--- config.mk ---
export PLATFORM = sky130hd
export DESIGN_NAME = io_bus_master
export DESIGN_NICKNAME = d
export VERILOG_FILES = /design/src/rtl/io_bus_master.sv
export SDC_FILE = /design/constraint.sdc
export NUM_CORES = 1
export LEC_CHECK = 0
export ABC_AREA = 1
export CORE_MARGIN = 2
export CORE_UTILIZATION = 37
export CTS_BUF_LIST = sky130_fd_sc_hd__clkbuf_8
export CTS_CLUSTER_SIZE = 14
export DETAILED_ROUTE_END_ITERATION = 8
export GPL_TIMING_DRIVEN = 0
export PLACE_DENSITY = 0.76
export SYNTH_ARGS = -nofsm -noshare
export SYNTH_HDL_FRONTEND = slang
export SYNTH_SLANG_ARGS = --single-unit
--- constraint.sdc ---
create_clock -name oszClk -period 3.2 [get_ports oszClk]
set_input_delay 0.64 -clock oszClk [delete_from_list [all_inputs] [get_ports oszClk]]
set_output_delay 0.64 -clock oszClk [all_outputs]
set_load 0.01 [all_outputs]
--- src/rtl/io_bus_master.sv ---
// -----------------------------------------------------------------------------
// io_bus_master
//
// Initiator end of the expansion IO bus. Turns one single-beat read or write
// request from the core into the timed chip-enable / strobe sequence that the
// expansion peripherals (UART etc.) respond to:
//
//   IDLE -> SETUP (SETUP_CYCLES) -> STROBE (STROBE_CYCLES) -> HOLD (HOLD_CYCLES)
//        -> IDLE with a one-cycle response pulse
//
// Read data is sampled on the last STROBE edge. If no device pulls i_busNOE
// low at that edge, NODEV_DATA is returned and o_rspNoDev is raised.
//
// Ports
//   oszClk       clock
//   resetn       asynchronous reset, active-high (legacy name)
//   i_reqValid   request present
//   o_reqReady   master idle; request taken when i_reqValid & o_reqReady
//   i_reqWrite   1 = write, 0 = read
//   i_reqAddr    IO address
//   i_reqWData   write data
//   o_rspValid   one-cycle pulse, transaction complete
//   o_rspData    read data (0 for writes)
//   o_rspNoDev   read was not answered (qualified by o_rspValid)
//   o_ioNCE      chip enable, active low
//   o_ioAddress  bus address
//   o_ioNOE      read strobe, active low
//   o_ioNWE      write strobe, active low
//   o_bus        write data towards the peripherals
//   o_busDrive   1 while the master drives o_bus
//   i_bus        read data from the peripherals
//   i_busNOE     a peripheral drives i_bus, active low
//
// Every output is a flop. The asynchronous reset releases all strobes and
// the bus driver immediately, so a reset in the middle of a transaction
// never leaves a peripheral selected or the bus contended.
// -----------------------------------------------------------------------------
module io_bus_master #(
  parameter int unsigned SETUP_CYCLES  = 1,
  parameter int unsigned STROBE_CYCLES = 2,
  parameter int unsigned HOLD_CYCLES   = 1,
  parameter logic [7:0]  NODEV_DATA    = 8'hFF
) (
  input  logic       oszClk,
  input  logic       resetn,
  input  logic       i_reqValid,
  output logic       o_reqReady,
  input  logic       i_reqWrite,
  input  logic [7:0] i_reqAddr,
  input  logic [7:0] i_reqWData,
  output logic       o_rspValid,
  output logic [7:0] o_rspData,
  output logic       o_rspNoDev,
  output logic       o_ioNCE,
  output logic [7:0] o_ioAddress,
  output logic       o_ioNOE,
  output logic       o_ioNWE,
  output logic [7:0] o_bus,
  output logic       o_busDrive,
  input  logic [7:0] i_bus,
  input  logic       i_busNOE
);

  // Counter reload values: a phase lasting N cycles counts N-1 down to 0.
  localparam logic [3:0] SETUP_LD  = 4'(SETUP_CYCLES  - 1);
  localparam logic [3:0] STROBE_LD = 4'(STROBE_CYCLES - 1);
  localparam logic [3:0] HOLD_LD   = 4'(HOLD_CYCLES   - 1);

  typedef enum logic [1:0] {
    ST_IDLE   = 2'd0,
    ST_SETUP  = 2'd1,
    ST_STROBE = 2'd2,
    ST_HOLD   = 2'd3
  } state_t;

  state_t     r_state;
  logic [3:0] r_cnt;
  logic       r_write;
  logic [7:0] r_rdData;
  logic       r_noDev;

  logic       w_accept;
  logic       w_cntZero;

  // o_reqReady is high exactly while the FSM sits in IDLE.
  assign w_accept  = i_reqValid & o_reqReady;
  assign w_cntZero = (r_cnt == 4'd0);

  always_ff @(posedge oszClk or posedge resetn) begin
    if (resetn) begin
      r_state     <= ST_IDLE;
      r_cnt       <= 4'd0;
      r_write     <= 1'b0;
      r_rdData    <= 8'h00;
      r_noDev     <= 1'b0;
      o_reqReady  <= 1'b1;
      o_rspValid  <= 1'b0;
      o_rspData   <= 8'h00;
      o_rspNoDev  <= 1'b0;
      o_ioNCE     <= 1'b1;
      o_ioAddress <= 8'h00;
      o_ioNOE     <= 1'b1;
      o_ioNWE     <= 1'b1;
      o_bus       <= 8'h00;
      o_busDrive  <= 1'b0;
    end else begin
      // The response is a single-cycle pulse; only the HOLD exit raises it.
      o_rspValid <= 1'b0;

      unique case (r_state)
        ST_IDLE: begin
          if (w_accept) begin
            r_state     <= ST_SETUP;
            r_cnt       <= SETUP_LD;
            r_write     <= i_reqWrite;
            o_reqReady  <= 1'b0;
            o_ioNCE     <= 1'b0;
            o_ioAddress <= i_reqAddr;
            // Write data goes on the bus together with the address so it is
            // stable for the whole setup time before NWE falls.
            o_bus       <= i_reqWrite ? i_reqWData : 8'h00;
            o_busDrive  <= i_reqWrite;
          end
        end

        ST_SETUP: begin
          if (w_cntZero) begin
            r_state <= ST_STROBE;
            r_cnt   <= STROBE_LD;
            // Exactly one strobe falls, selected by the latched direction.
            o_ioNOE <= r_write;
            o_ioNWE <= ~r_write;
          end else begin
            r_cnt <= r_cnt - 4'd1;
          end
        end

        ST_STROBE: begin
          if (w_cntZero) begin
            r_state <= ST_HOLD;
            r_cnt   <= HOLD_LD;
            o_ioNOE <= 1'b1;
            o_ioNWE <= 1'b1;
            // Last strobe edge: the only point where the read bus is looked at.
            if (r_write) begin
              r_rdData <= 8'h00;
              r_noDev  <= 1'b0;
            end else if (!i_busNOE) begin
              r_rdData <= i_bus;
              r_noDev  <= 1'b0;
            end else begin
              r_rdData <= NODEV_DATA;
              r_noDev  <= 1'b1;
            end
          end else begin
            r_cnt <= r_cnt - 4'd1;
          end
        end

        ST_HOLD: begin
          if (w_cntZero) begin
            r_state    <= ST_IDLE;
            o_ioNCE    <= 1'b1;
            o_busDrive <= 1'b0;
            // Ready rises with the response so a waiting request is taken on
            // the next edge, leaving exactly one NCE-high cycle in between.
            o_reqReady <= 1'b1;
            o_rspValid <= 1'b1;
            o_rspData  <= r_rdData;
            o_rspNoDev <= r_noDev;
          end else begin
            r_cnt <= r_cnt - 4'd1;
          end
        end

        default: begin
          r_state <= ST_IDLE;
        end
      endcase
    end
  end

endmodule

==> impl_results.md, run 1 <==
* MaxCap Viol Count at 0
* CTS buffer count at 5
* Setup Buffers After CTS at 0
* Worst path slowest cell: dfstp_2
* Row cnt at 27
* CTS tree: yes
* # port buffers at 57
* Clock root cell: clkbuf_8
* Cell variety after synth at 23
* Final Wtd Congestion at 0.8819
* Initial Util at 0.3789
* Fin crit period at 2.136 ns
* CP required at 2.56 ns
* # IOs at 60
* Chip height at 78.63 um
* Gate Count Post-Synth at 238
* Area Growth Syn to Fin at 38.74%
* Crit path cell chain: buf_4 -> clkdlybuf4s50_1
* Worst-path maximum fanout at 5
* Ys Warns at 0
* Tot GR Track Use at 0.1581
* Grt total ovfl at 0
* Final Cell Area at 0.002859 mm2
* Final setup fails at 0
* R2R cell count at 8
* Clock Tree Buf Depth at 2
* Chip width at 78.63 um
* Period utilization at 0.6674
* Crit path DAT at 1.50 ns
* P_leak at 1.412 nW
* Clk Latency, worst-skew pair at 0.30 ns
* Hold Path Class: flop to flop
* Final Hold Fails at 0
* Core Box Area at 0.005439 mm2
* Slew @ Worst Pin at 0.5370 ns
* Total negative slack at 0 ns
* Setup Skew at 0.006457 ns
* Fill cell count at 501
* Syn nets at 273
* DR iter-0 viols at 148
* R2R Setup Slk at 1.43 ns
* Final hold slack at 0.4768 ns
* Vias in the first global route at 1744
* CP peak stage delay at 0.58 ns
* Post-route ant nets at 0
* Post-cts sizing count at 0
* Syn Area/Cell at 8.659 um2
* #FFs+latches synth at 46
* Power per Cell Area at 395.0 mW/mm2
* RSZ-0062 raised after global routing: false
* Critical Path Start: o_ioNCE
* Setup WS pre-CTS at 1.020 ns
* CTS Hold Bufs at 0
* Crit end category: primary output
* Pre-Repair DR Iteration Count at 4
* Die area at 0.006183 mm2
* Detail Placement HPWL at 3.125 mm
* # nets final at 338
* Critical path class: flop to primary output
* Slew HR at 0.6409
* First-pass GRT wire length at 7.672 mm
* Largest net degree at the start of global routing at 40
* Ratio of cells with drive above 1 in the final layout at 0.07895
* Worst setup path end: o_reqReady
* Via count at 1713
* # DRC at 0
* # H-tree levels at 2
* Status: finished clean
* Routed WL at 4.298 mm
* VDD IR-drop max at 0.2581 mV
* Final setup margin at 1.064 ns
* Dpl cell area at 0.002741 mm2
* Capturing point of the worst reg2reg path: o_bus[0]
* Routed length per instance at 11.43 um
* Initial antenna violation count at 0
* Ant. Diodes at 0
* Register area share after synthesis at 0.5604
* Syn Std Cell Area at 0.002061 mm2
* Total power at 0.001129 W
* Clock sink total at 46
* Vias per cell at 4.556
* Slew Limit Fails at 0
* Max Freq at 468.3 MHz
* Clk slew on worst S/H paths at 0.09 ns
* Crit start category: flop
* FF-to-FF Start: r_state[0]
area by class of cell:
class                      instances  area (um2)  share of cell area
clock inverter                     3       48.80             0.01707
multi-input combinational        160       763.2              0.2670
sequential                        46        1155              0.4039
inverter                          25       96.34             0.03370
buffer                             7       46.29             0.01619
tap                               72       90.09             0.03151
timing repair buffer              58       590.6              0.2066
clock buffer                       5       68.82             0.02407
metrics by stage:
stage,util,std cells
floorplan,-,238
global placement,0.5003,367
detailed placement,0.5040,368
CTS,0.5257,376
global route,0.5257,376
finish,0.5257,376
layout by cell type (no fill, tap or decap):
master | netlist | layout
nand2_1 | 98 | 98
clkdlybuf4s50_1 | 0 | 57
dfrtp_1 | 43 | 43
inv_1 | 23 | 22
o21ai_0 | 22 | 22
nand3_1 | 17 | 17
ha_1 | 6 | 6
clkbuf_8 | 0 | 5
o211ai_1 | 4 | 4
a21oi_1 | 3 | 3
nor2_1 | 3 | 3
dfstp_2 | 3 | 3
clkbuf_1 | 2 | 2
nor2_4 | 2 | 2
inv_2 | 1 | 2
buf_6 | 2 | 2
buf_1 | 1 | 1
nand2_2 | 1 | 1
nor3_4 | 1 | 1
inv_4 | 1 | 1
nand3_2 | 1 | 1
buf_2 | 1 | 1
nand4_1 | 1 | 1
nand3b_1 | 1 | 1
buf_4 | 1 | 1
clkinvlp_4 | 0 | 1
bufinv_16 | 0 | 1
inv_8 | 0 | 1
buf_12 | 0 | 1
how the worst min path moves through the flow:
stage	from	to	slack (ns)	cells past startpoint
final	o_ioAddress[0]	o_ioAddress[0]	0.48	2
after global routing	r_rdData[7]	o_rspData[7]	0.51	2
after CTS	o_ioAddress[0]	o_ioAddress[0]	0.48	2
after detailed placement	o_ioAddress[0]	o_ioAddress[0]	0.46	2
after global placement	o_ioAddress[6]	o_ioAddress[6]	0.45	2
after floorplan	r_rdData[4]	o_rspData[4]	0.44	2
registers in the layout, summed over array words and instances (netlist names):
register,flops
r_write,1
o_ioNWE,1
o_rspNoDev,1
o_rspData,8
r_cnt,4
o_ioNOE,1
r_state,2
r_rdData,8
r_noDev,1
o_ioNCE,1
o_ioAddress,8
o_bus,8
o_busDrive,1
o_rspValid,1
worst max-delay path: cells and delay by family (launching register included):
kind	cells	cell delay, ns
buf+inv	2	0.62
flops	1	0.58
power by group:
group / internal [W] / total (W) / switching, W / leakage, nW
Combinational: 0.0000513 / 0.0000878 / 0.0000365 / 0.808
Clock: 0.000238 / 0.000446 / 0.000208 / 0.0563
Sequential: 0.000591 / 0.000596 / 0.00000535 / 0.548
Total: 0.000880 / 0.00113 / 0.000249 / 1.41
per-layer routing:
metal | vias up | global-route usage | part of all wire
li1 | 878 | - | -
met4 | 0 | 0.05263 | 0.015
met2 | 52 | 0.2496 | 0.45
met3 | 5 | 0.04598 | 0.064
met1 | 778 | 0.2086 | 0.47
met5 | - | 0 | 0
kinds of logic (layout without fill, tap and decap cells):
group / count (synthesis) / count (layout) / synth area share
buffers and inverters: 32 / 98 / 0.06921
AO/OA/AOI/OAI: 29 / 29 / 0.07529
adder cells (fa/ha/maj): 6 / 6 / 0.03643
AND/OR/NAND/NOR: 125 / 125 / 0.2587
flip-flops: 46 / 46 / 0.5604
Yosys cell counts, drive strengths merged:
cell type | instances | area (um2)
nand2 | 99 | 374.1
dfrtp | 43 | 1076
inv | 25 | 96.34
o21ai | 22 | 110.1
nand3 | 18 | 95.09
ha | 6 | 75.07
buf | 5 | 38.78
nor2 | 5 | 33.78
o211ai | 4 | 30.03
a21oi | 3 | 15.01
dfstp | 3 | 78.83
clkbuf | 2 | 7.510
nand3b | 1 | 7.510
nand4 | 1 | 6.260
nor3 | 1 | 16.27
(Power assumes the default switching activity.)
==> run 2: changes to the inputs <==
--- a/config.mk
+++ b/config.mk
@@ -12,7 +12,7 @@
 export CTS_CLUSTER_SIZE = 14
 export DETAILED_ROUTE_END_ITERATION = 8
 export GPL_TIMING_DRIVEN = 0
-export PLACE_DENSITY = 0.76
+export PLACE_DENSITY = 0.78
 export SYNTH_ARGS = -nofsm -noshare
 export SYNTH_HDL_FRONTEND = slang
 export SYNTH_SLANG_ARGS = --single-unit
==> constraint.sdc (replaced) <==
create_clock -name oszClk -period 1.7 [get_ports oszClk]
set_input_delay 0.34 -clock oszClk [delete_from_list [all_inputs] [get_ports oszClk]]
set_output_delay 0.34 -clock oszClk [all_outputs]
set_load 0.01 [all_outputs]
==> impl_results.md, run 2 (synthesis results as in run 1) <==
* Slew HR at 0.7319 (+0.09104)
* CTS buffer count at 5 (unchanged)
* Fin crit period at 1.557 ns
* Tot GR Track Use at 0.1577 (-0.0003494)
* Logic pwr share at 0.077 (about the same)
* Vias per cell at 4.563 (+0.17%)
* Final Wtd Congestion at 0.8707 (-1.3%)
* Max Freq at 642.3 MHz
* Worst path slowest cell: dfrtp_1
* Util after Layout at 0.5275 (+0.001840)
* Period utilization at 0.9159
* Chip width at 78.63 um (unchanged)
* Clock sink total at 46 (unchanged)
* Clk Latency, worst-skew pair at 0.30 ns (about the same)
* Switching fraction of total power at 0.2203 (-0.0005859)
* Fill cell count at 504 (+0.60%)
* Reg power frac at 0.528 (about the same)
* Ant. Diodes at 0 (unchanged)
* Switch Pwr at 0.0004679 W (+88%)
* MaxCap Viol Count at 0 (unchanged)
* Die area at 0.006183 mm2 (unchanged)
* Worst-path maximum fanout at 10 (+5)
* Hold Path Class: input pin to asynchronous set/reset pin
* Dpl cells at 368 (unchanged)
* Final Cell Area at 0.002869 mm2 (+0.35%)
* RSZ-0062 raised after global routing: false
* Crit end category: flop
* # IOs at 60 (unchanged)
* R2R Setup Slk at 0.14 ns (-1.29 ns)
* Crit path cell chain: inv_1 -> ha_1 -> nand2_2 -> nor2_4 -> inv_1 -> o21ai_0
* Uppermost routed layer: met4
* Non-Filler Instances at 378 (+0.53%)
* Row cnt at 27 (unchanged)
* Clk slew on worst S/H paths at 0.09 ns (about the same)
* Metal-1 WL at 2.021 mm (-0.79%)
* # port buffers at 57 (unchanged)
* Critical path class: flop to flop
* Final Hold Fails at 0 (unchanged)
* Power per Cell Area at 740.3 mW/mm2 (+87%)
* # nets final at 340 (+0.59%)
* Vias in the first global route at 1765 (+1.2%)
* VDD IR-drop max at 0.3850 mV (+49%)
* Final setup margin at 0.1430 ns (-0.9214 ns)
* CP peak stage delay at 0.40 ns (-0.18 ns)
* Most frequent cells in the layout: nand2_1 (98), clkdlybuf4s50_1 (53), dfrtp_1 (43), inv_1 (22), o21ai_0 (21)
* Core Box Area at 0.005439 mm2 (unchanged)
* CTS tree: yes
* Internal Power at 0.001656 W (+88%)
* Routed WL at 4.354 mm (+1.3%)
* Chip height at 78.63 um (unchanged)
* Seq. cell area at 0.001155 mm2 (unchanged)
* Initial Util at 0.3789 (unchanged)
* Routed length per instance at 11.52 um (+0.77%)
* Multi-input gate area at 763.2 um2 (unchanged)
* Clock Tree Buf Depth at 2 (unchanged)
* Setup WS pre-CTS at -0.1521 ns (-1.172 ns)
* Post-route ant nets at 0 (unchanged)
* Ratio of cells with drive above 1 in the final layout at 0.08497 (+0.006020)
* CP required at 1.92 ns (-0.64 ns)
* Setup Skew at 0.01035 ns (+0.003892 ns)
* First-pass GRT wire length at 7.693 mm (+0.27%)
* Dpl cell area at 0.002741 mm2 (unchanged)
* Final setup fails at 0 (unchanged)
* Slew @ Worst Pin at 0.4022 ns (-0.1348 ns)
* Slew Limit Fails at 0 (unchanged)
* DR iter-0 viols at 73 (-51%)
* Grt total ovfl at 0 (unchanged)
* Commonest non-fill, non-tap cell in the layout: nand2_1
* Status: finished clean
* Met2 WL post-DR at 1.987 mm (+3.4%)
* Largest net degree at the start of global routing at 31 (-23%)
* # H-tree levels at 2 (unchanged)
* Via count at 1725 (+0.70%)
* WL met3 at 262 um (-4.0%)
* Area Growth Syn to Fin at 39.22%
* P_leak at 1.444 nW (+2.3%)
* Clock root cell: clkbuf_8
* Clock power share at 0.395 (about the same)
* # DRC at 0 (unchanged)
* Detail Placement HPWL at 3.238 mm (+3.6%)
* Initial antenna violation count at 0 (unchanged)
* Crit path DAT at 1.78 ns (+0.28 ns)
* Pre-Repair DR Iteration Count at 4 (unchanged)
* Critical Path Most Common Cell: inv_1
* Crit start category: flop
## run 2: cell count changes in the layout (fill, tap and decap cells not counted), sizes merged
cell and change:
buf +2, clkdlybuf4s50 -4, dlygate4sd2 +4
## run 2: layer usage
| metal | vias up | global-route usage |
|---|---|---|
| met4 | 0 | 0.06316 |
| met2 | 57 | 0.2650 |
| met1 | 782 | 0.1902 |
| met5 | - | 0 |
| li1 | 878 | - |
| met3 | 8 | 0.04483 |
## run 2: worst paths after layout
check                          startpoint             end  cells past startpoint
min in group oszClk            i_reqWrite        o_bus[7]                      3
max in group asynchronous          resetn         o_ioNCE                      3
setup reg to reg                 r_cnt[0]     r_rdData[6]                      6
hold reg to reg            o_ioAddress[6]  o_ioAddress[6]                      2
hold / removal                     resetn  o_ioAddress[2]                      2
setup / recovery                 r_cnt[0]     r_rdData[6]                      6
## run 2: layout make-up
class                           instances  area share
Sequential cell                        46      0.4025
Multi-Input combinational cell        160      0.2660
Timing Repair Buffer                   60      0.2093
Inverter                               25     0.03358
Tap cell                               72     0.03140
Clock buffer                            5     0.02399
Clock inverter                          3     0.01701
Buffer                                  7     0.01614
## run 2: worst max-delay path: cells and delay by family, from the launching register on
family | cells | cell delay [ns]
simple gates | 2 | 0.34
fa+ha+maj | 1 | 0.25
compound gates | 1 | 0.21
buf+inv | 2 | 0.29
flops | 1 | 0.40
## run 2: timing repair
item                       CTS  global route
resized for setup            4             1
setup endpoints to repair   14             1
hold buffers                 0             0
pin swaps                    1             0
setup buffers                2             0
## run 2: stage by stage
stage               hold WS, ns  power [W]  setup TNS (ns)
finish                   0.3192   0.002124               0
global route             0.3702   0.002219               0
CTS                      0.3243   0.002157               0
detailed placement       0.4596   0.001310          -1.482
global placement         0.4541   0.001303          -28.33
floorplan                0.4422   0.001194               0
## run 2: power by group through the flow
stage / Sequential, W / Combinational, W / Clock [W]
after floorplan: 0.00115 / 0.0000435 / 0
after global placement: 0.00114 / 0.000159 / 0
after detailed placement: 0.00114 / 0.000167 / 0
after CTS: 0.00112 / 0.000167 / 0.000867
after global routing: 0.00113 / 0.000182 / 0.000913
final: 0.00112 / 0.000163 / 0.000838
==> run 3: changes to the inputs <==
--- a/config.mk
+++ b/config.mk
@@ -13,6 +13,7 @@
 export DETAILED_ROUTE_END_ITERATION = 8
 export GPL_TIMING_DRIVEN = 0
 export PLACE_DENSITY = 0.78
+export SLEW_MARGIN = 20
 export SYNTH_ARGS = -nofsm -noshare
 export SYNTH_HDL_FRONTEND = slang
 export SYNTH_SLANG_ARGS = --single-unit
==> results of run 3 <==
Final layout, timing and power as in run 2 (identical DEF).
==> patch 1, RTL diff (settings of run 2) <==
Make the reset (`resetn`) synchronous in one clocked block. Comments in the files are not updated.
--- a/src/rtl/io_bus_master.sv
+++ b/src/rtl/io_bus_master.sv
@@ -86,7 +86,7 @@
   assign w_accept  = i_reqValid & o_reqReady;
   assign w_cntZero = (r_cnt == 4'd0);
 
-  always_ff @(posedge oszClk or posedge resetn) begin
+  always_ff @(posedge oszClk) begin
     if (resetn) begin
       r_state     <= ST_IDLE;
       r_cnt       <= 4'd0;
Formal check against the unedited RTL: differs if resetn is asserted again (counterexample within 4 cycles, from zero or initial values and one cycle with resetn high); with resetn held inactive, the same outputs for 10 cycles.
==> patch 1 against run 2 <==
Wire length is 6.7% higher. Final cell count is 2.4% higher. Worst setup slack worse by 0.086 ns. Sequential cell count stayed put. Design area is 5.2% lower. Count of clock-buffer cells in the layout stayed put. Via count is 6.1% higher. Synthesized area is 6.0% lower. Hold slack better by 0.064 ns.
Power is not compared: it rests on default switching activity, and its combinational part moved more than twofold at a synthesized area within 25%.
==> patch 1: results (changes against run 2) <==
| Group | Metric | This run | Change |
| --- | --- | --- | --- |
| sta | Skew final | 0.004825 ns | -0.005524 ns |
| synth | Share of synthesized area occupied by flip-flops and latches | 47.51% | -8.5 points |
| place | Post-Place Worst Slack | 0.1148 ns | +0.2669 ns |
| sta | Remaining max-slew budget at the tightest pin | 64.58% | -8.6 points |
| critical path | Beginning of the critical path | o_ioNCE$_SDFFE_PP1P_ |  |
| global route | Global-route usage over all layers | 15.64% | -0.13 points |
| critical path | Data arrival time of the critical path | 1.30 ns | -0.48 ns |
| critical path | Reg2reg start | r_state[0]$_SDFFE_PP0P_ |  |
| finish | Number of filler instances in the final layout | 478 | -5.2% |
| finish | Proportion of layout cells with a drive suffix above 1 | 7.886% | -0.61 points |
| place | Placed instance area | 2606 um2 | -4.9% |
| clock tree | Cells resized by post-CTS repair | 1 | -3 |
| synth | Synthesized netlist cell count | 251 | +5.5% |
| worst hold path | Worst min path class | in2reg |  |
| finish | Area of all placed cells without fillers | 2720 um2 | -5.2% |
| global route | Maximum number of pins on one net before global-route repair | 16 | -48% |
| place | Dpl cells | 379 | +3.0% |
| critical path | Cell at the slowest stage of the critical path | sky130_fd_sc_hd__clkdlybuf4s50_1 |  |
| route | Average wire per cell in the routed design | 12.01 um | +4.2% |
| global route | Number of global-route vias before repair | 1,680 | -4.8% |
| outcome | Status | finished, final reports clean |  |
| finish | Nets | 351 | +3.2% |
| place | Total half-perimeter wirelength after legalization and detailed placement | 3.407 mm | +5.2% |
| clock tree | Setup fix buffers added after clock tree synthesis | 0 | -2 |
| sta | Worst hold slack across all endpoints | 0.3829 ns | +0.06369 ns |
| place | Port Buffers | 58 | +1.8% |
| place | Routability Congestion | 0.7985 | -8.3% |
## patch 1: cell types whose count changed in the layout (fill, tap and decap cells not counted), moves of 5 or more
cell | run 2 | this run
sky130_fd_sc_hd__nand2_1 | 98 | 66
sky130_fd_sc_hd__nor2_1 | 3 | 10
sky130_fd_sc_hd__nand3_1 | 17 | 9
sky130_fd_sc_hd__a21oi_1 | 3 | 40
sky130_fd_sc_hd__clkdlybuf4s50_1 | 53 | 58
sky130_fd_sc_hd__dfxtp_1 | 0 | 45
sky130_fd_sc_hd__dfrtp_1 | 43 | 0
## patch 1: cells by family (layout without fill, tap and decap cells)
kind of cell    Yosys count  after routing  share of synthesized area [%]
buf+inv                  37            103                          8.327
simple gates             94             94                          22.01
compound gates           68             68                          18.27
flops                    46             46                          47.51
fa+ha+maj                 6              6                          3.873
## patch 1: cell type report
cell class                      count  area share (%)
Inverter                           27           3.726
Sequential cell                    46           33.90
Multi-Input combinational cell    168           31.46
Buffer                             10           2.208
Clock buffer                        5           2.530
Clock inverter                      3           1.610
Timing Repair Buffer               58           21.34
Tap cell                           70           3.220
## patch 1: final timing paths
path                                  to  cells past startpoint
max reg2reg        r_cnt[2]$_SDFFE_PP0P_                      7
min                 r_write$_SDFFE_PP0P_                      2
max                           o_reqReady                      2
min reg2reg  o_ioAddress[0]$_SDFFE_PP0P_                      2
## patch 1: metal layers
metal  vias up  track usage, %  wire length [um]
met5         -               0                 0
met4         0           3.091                47
met2        63           27.52              2159
met1       822           19.52              2143
li1        937               -                 -
met3         8           3.791               298
## patch 1: power by group
part           leakage [uW]  total (uW)  switching [uW]  internal (uW)
Clock             0.0000585         827             386            441
Combinational      0.000643        1700             942            754
Sequential         0.000375        1520             170           1350
Total               0.00108        4040            1500           2540
==> patch 2, RTL diff (flow settings as in run 2) <==
Made on the original files. Set the parameter `HOLD_CYCLES` to 0 (it was 1).
--- a/src/rtl/io_bus_master.sv
+++ b/src/rtl/io_bus_master.sv
@@ -38,7 +38,7 @@
 module io_bus_master #(
   parameter int unsigned SETUP_CYCLES  = 1,
   parameter int unsigned STROBE_CYCLES = 2,
-  parameter int unsigned HOLD_CYCLES   = 1,
+  parameter int unsigned HOLD_CYCLES   = 0,
   parameter logic [7:0]  NODEV_DATA    = 8'hFF
 ) (
   input  logic       oszClk,
Behaviour: not the same (a bounded check fails within 10 cycles, from zero or initial values and one cycle with resetn high).
==> patch 2 against run 2 <==
Clock skew is 0.0063 ns lower. Worst setup slack got worse by 0.0086 ns. Wire length is 5.3% higher. Core utilization decreased by 0.49 points. Sequential cell count unchanged. Count of clock-buffer cells in the layout is the same. Hold slack improved by 0.016 ns. Design area up 0.31%. Synthesized area up 2.2%. Critical path type is now reg2out.
Power is not compared: it rests on default switching activity, and its combinational part moved more than twofold at a synthesized area within 25%.
==> patch 2: results (changes against run 2) <==
| Group | Metric | This run | Change |
| --- | --- | --- | --- |
| global route | Number of global-route vias before repair | 1,641 | -7.0% |
| critical path | Cell at the slowest stage of the critical path | sky130_fd_sc_hd__clkdlybuf4s50_1 |  |
| place | Dpl cells | 362 | -1.6% |
| synth | Cell variety after synth | 26 | +13% |
| critical path | CP Max Fanout | 2 | -8 |
| critical path | Capture point of the worst path | o_rspData[5] |  |
| sta | Worst hold slack across all endpoints | 0.3351 ns | +0.01592 ns |
| place | Total half-perimeter wirelength after legalization and detailed placement | 3.348 mm | +3.4% |
| place | Routability Congestion | 0.7967 | -8.5% |
| floorplan | Core footprint | 5507 um2 | +1.2% |
| clock tree | Cells resized by post-CTS repair | 3 | -1 |
| critical path | Largest delay contributor family on the critical path | buffers and inverters |  |
| sta | Skew final | 0.004018 ns | -0.006331 ns |
| finish | Proportion of layout cells with a drive suffix above 1 | 12.71% | +4.2 points |
| place | Placed instance area | 2788 um2 | +1.7% |
| finish | Nets | 333 | -2.1% |
| outcome | Status | finished, final reports clean |  |
| synth | Ranking of synthesized cells by instance count | sky130_fd_sc_hd__nand2_1, sky130_fd_sc_hd__dfrtp_1, sky130_fd_sc_hd__o21ai_0 |  |
| finish | Non-Clock Buffer Area Fraction | 22.96% | +0.41 points |
| finish | Inverters excl. clock | 19 | -24% |
| finish | Synthesis-to-layout area growth | 36.58% |  |
| sta | Final worst path period share | 92.09% | +0.51 points |
| global route | First-pass GRT wire length | 7.445 mm | -3.2% |
| synth | Share of synthesized area occupied by flip-flops and latches | 54.81% | -1.2 points |
| finish | Multi-input gate area | 814.5 um2 | +6.7% |
| global route | Global-route usage over all layers | 14.94% | -0.83 points |
| route | Violation count after the first detailed-route iteration | 111 | +52% |
| finish | Multi-Input Combinational | 159 | -0.63% |
| place | Post-Place Worst Slack | 0.05548 ns | +0.2075 ns |
| finish | Number of filler instances in the final layout | 507 | +0.60% |
| critical path | Path depth of the worst reg2reg path | 7 | +1 |
| critical path | Worst r2r dst | r_state[1]$_DFFE_PP0P_ |  |
## patch 2: cell count changes after synthesis, sizes merged, moves of 3 or more
cell          run 2  this run
inv              25        19
nand2            99        90
nand3            18        15
nor2              5        10
o21ai            22        28
## patch 2: power breakdown
part	switching (uW)	internal, uW	total (uW)
combinational	1300	1130	2430
sequential	273	1600	1870
clock	346	279	625
## patch 2: cell families after synthesis
kind of cell / synth area share, %
flops: 54.81
buf+inv: 6.532
simple gates: 24.17
xor+xnor: 0.4158
compound gates: 10.51
fa+ha+maj: 3.563
## patch 2: layer usage
| metal | global-route usage (%) | up-vias | wire [um] |
|---|---|---|---|
| met5 | 0 | - | 0 |
| met1 | 20.20 | 787 | 2264 |
| li1 | - | 866 | - |
| met4 | 3.621 | 0 | 42 |
| met2 | 24.87 | 39 | 2126 |
| met3 | 2.715 | 5 | 152 |
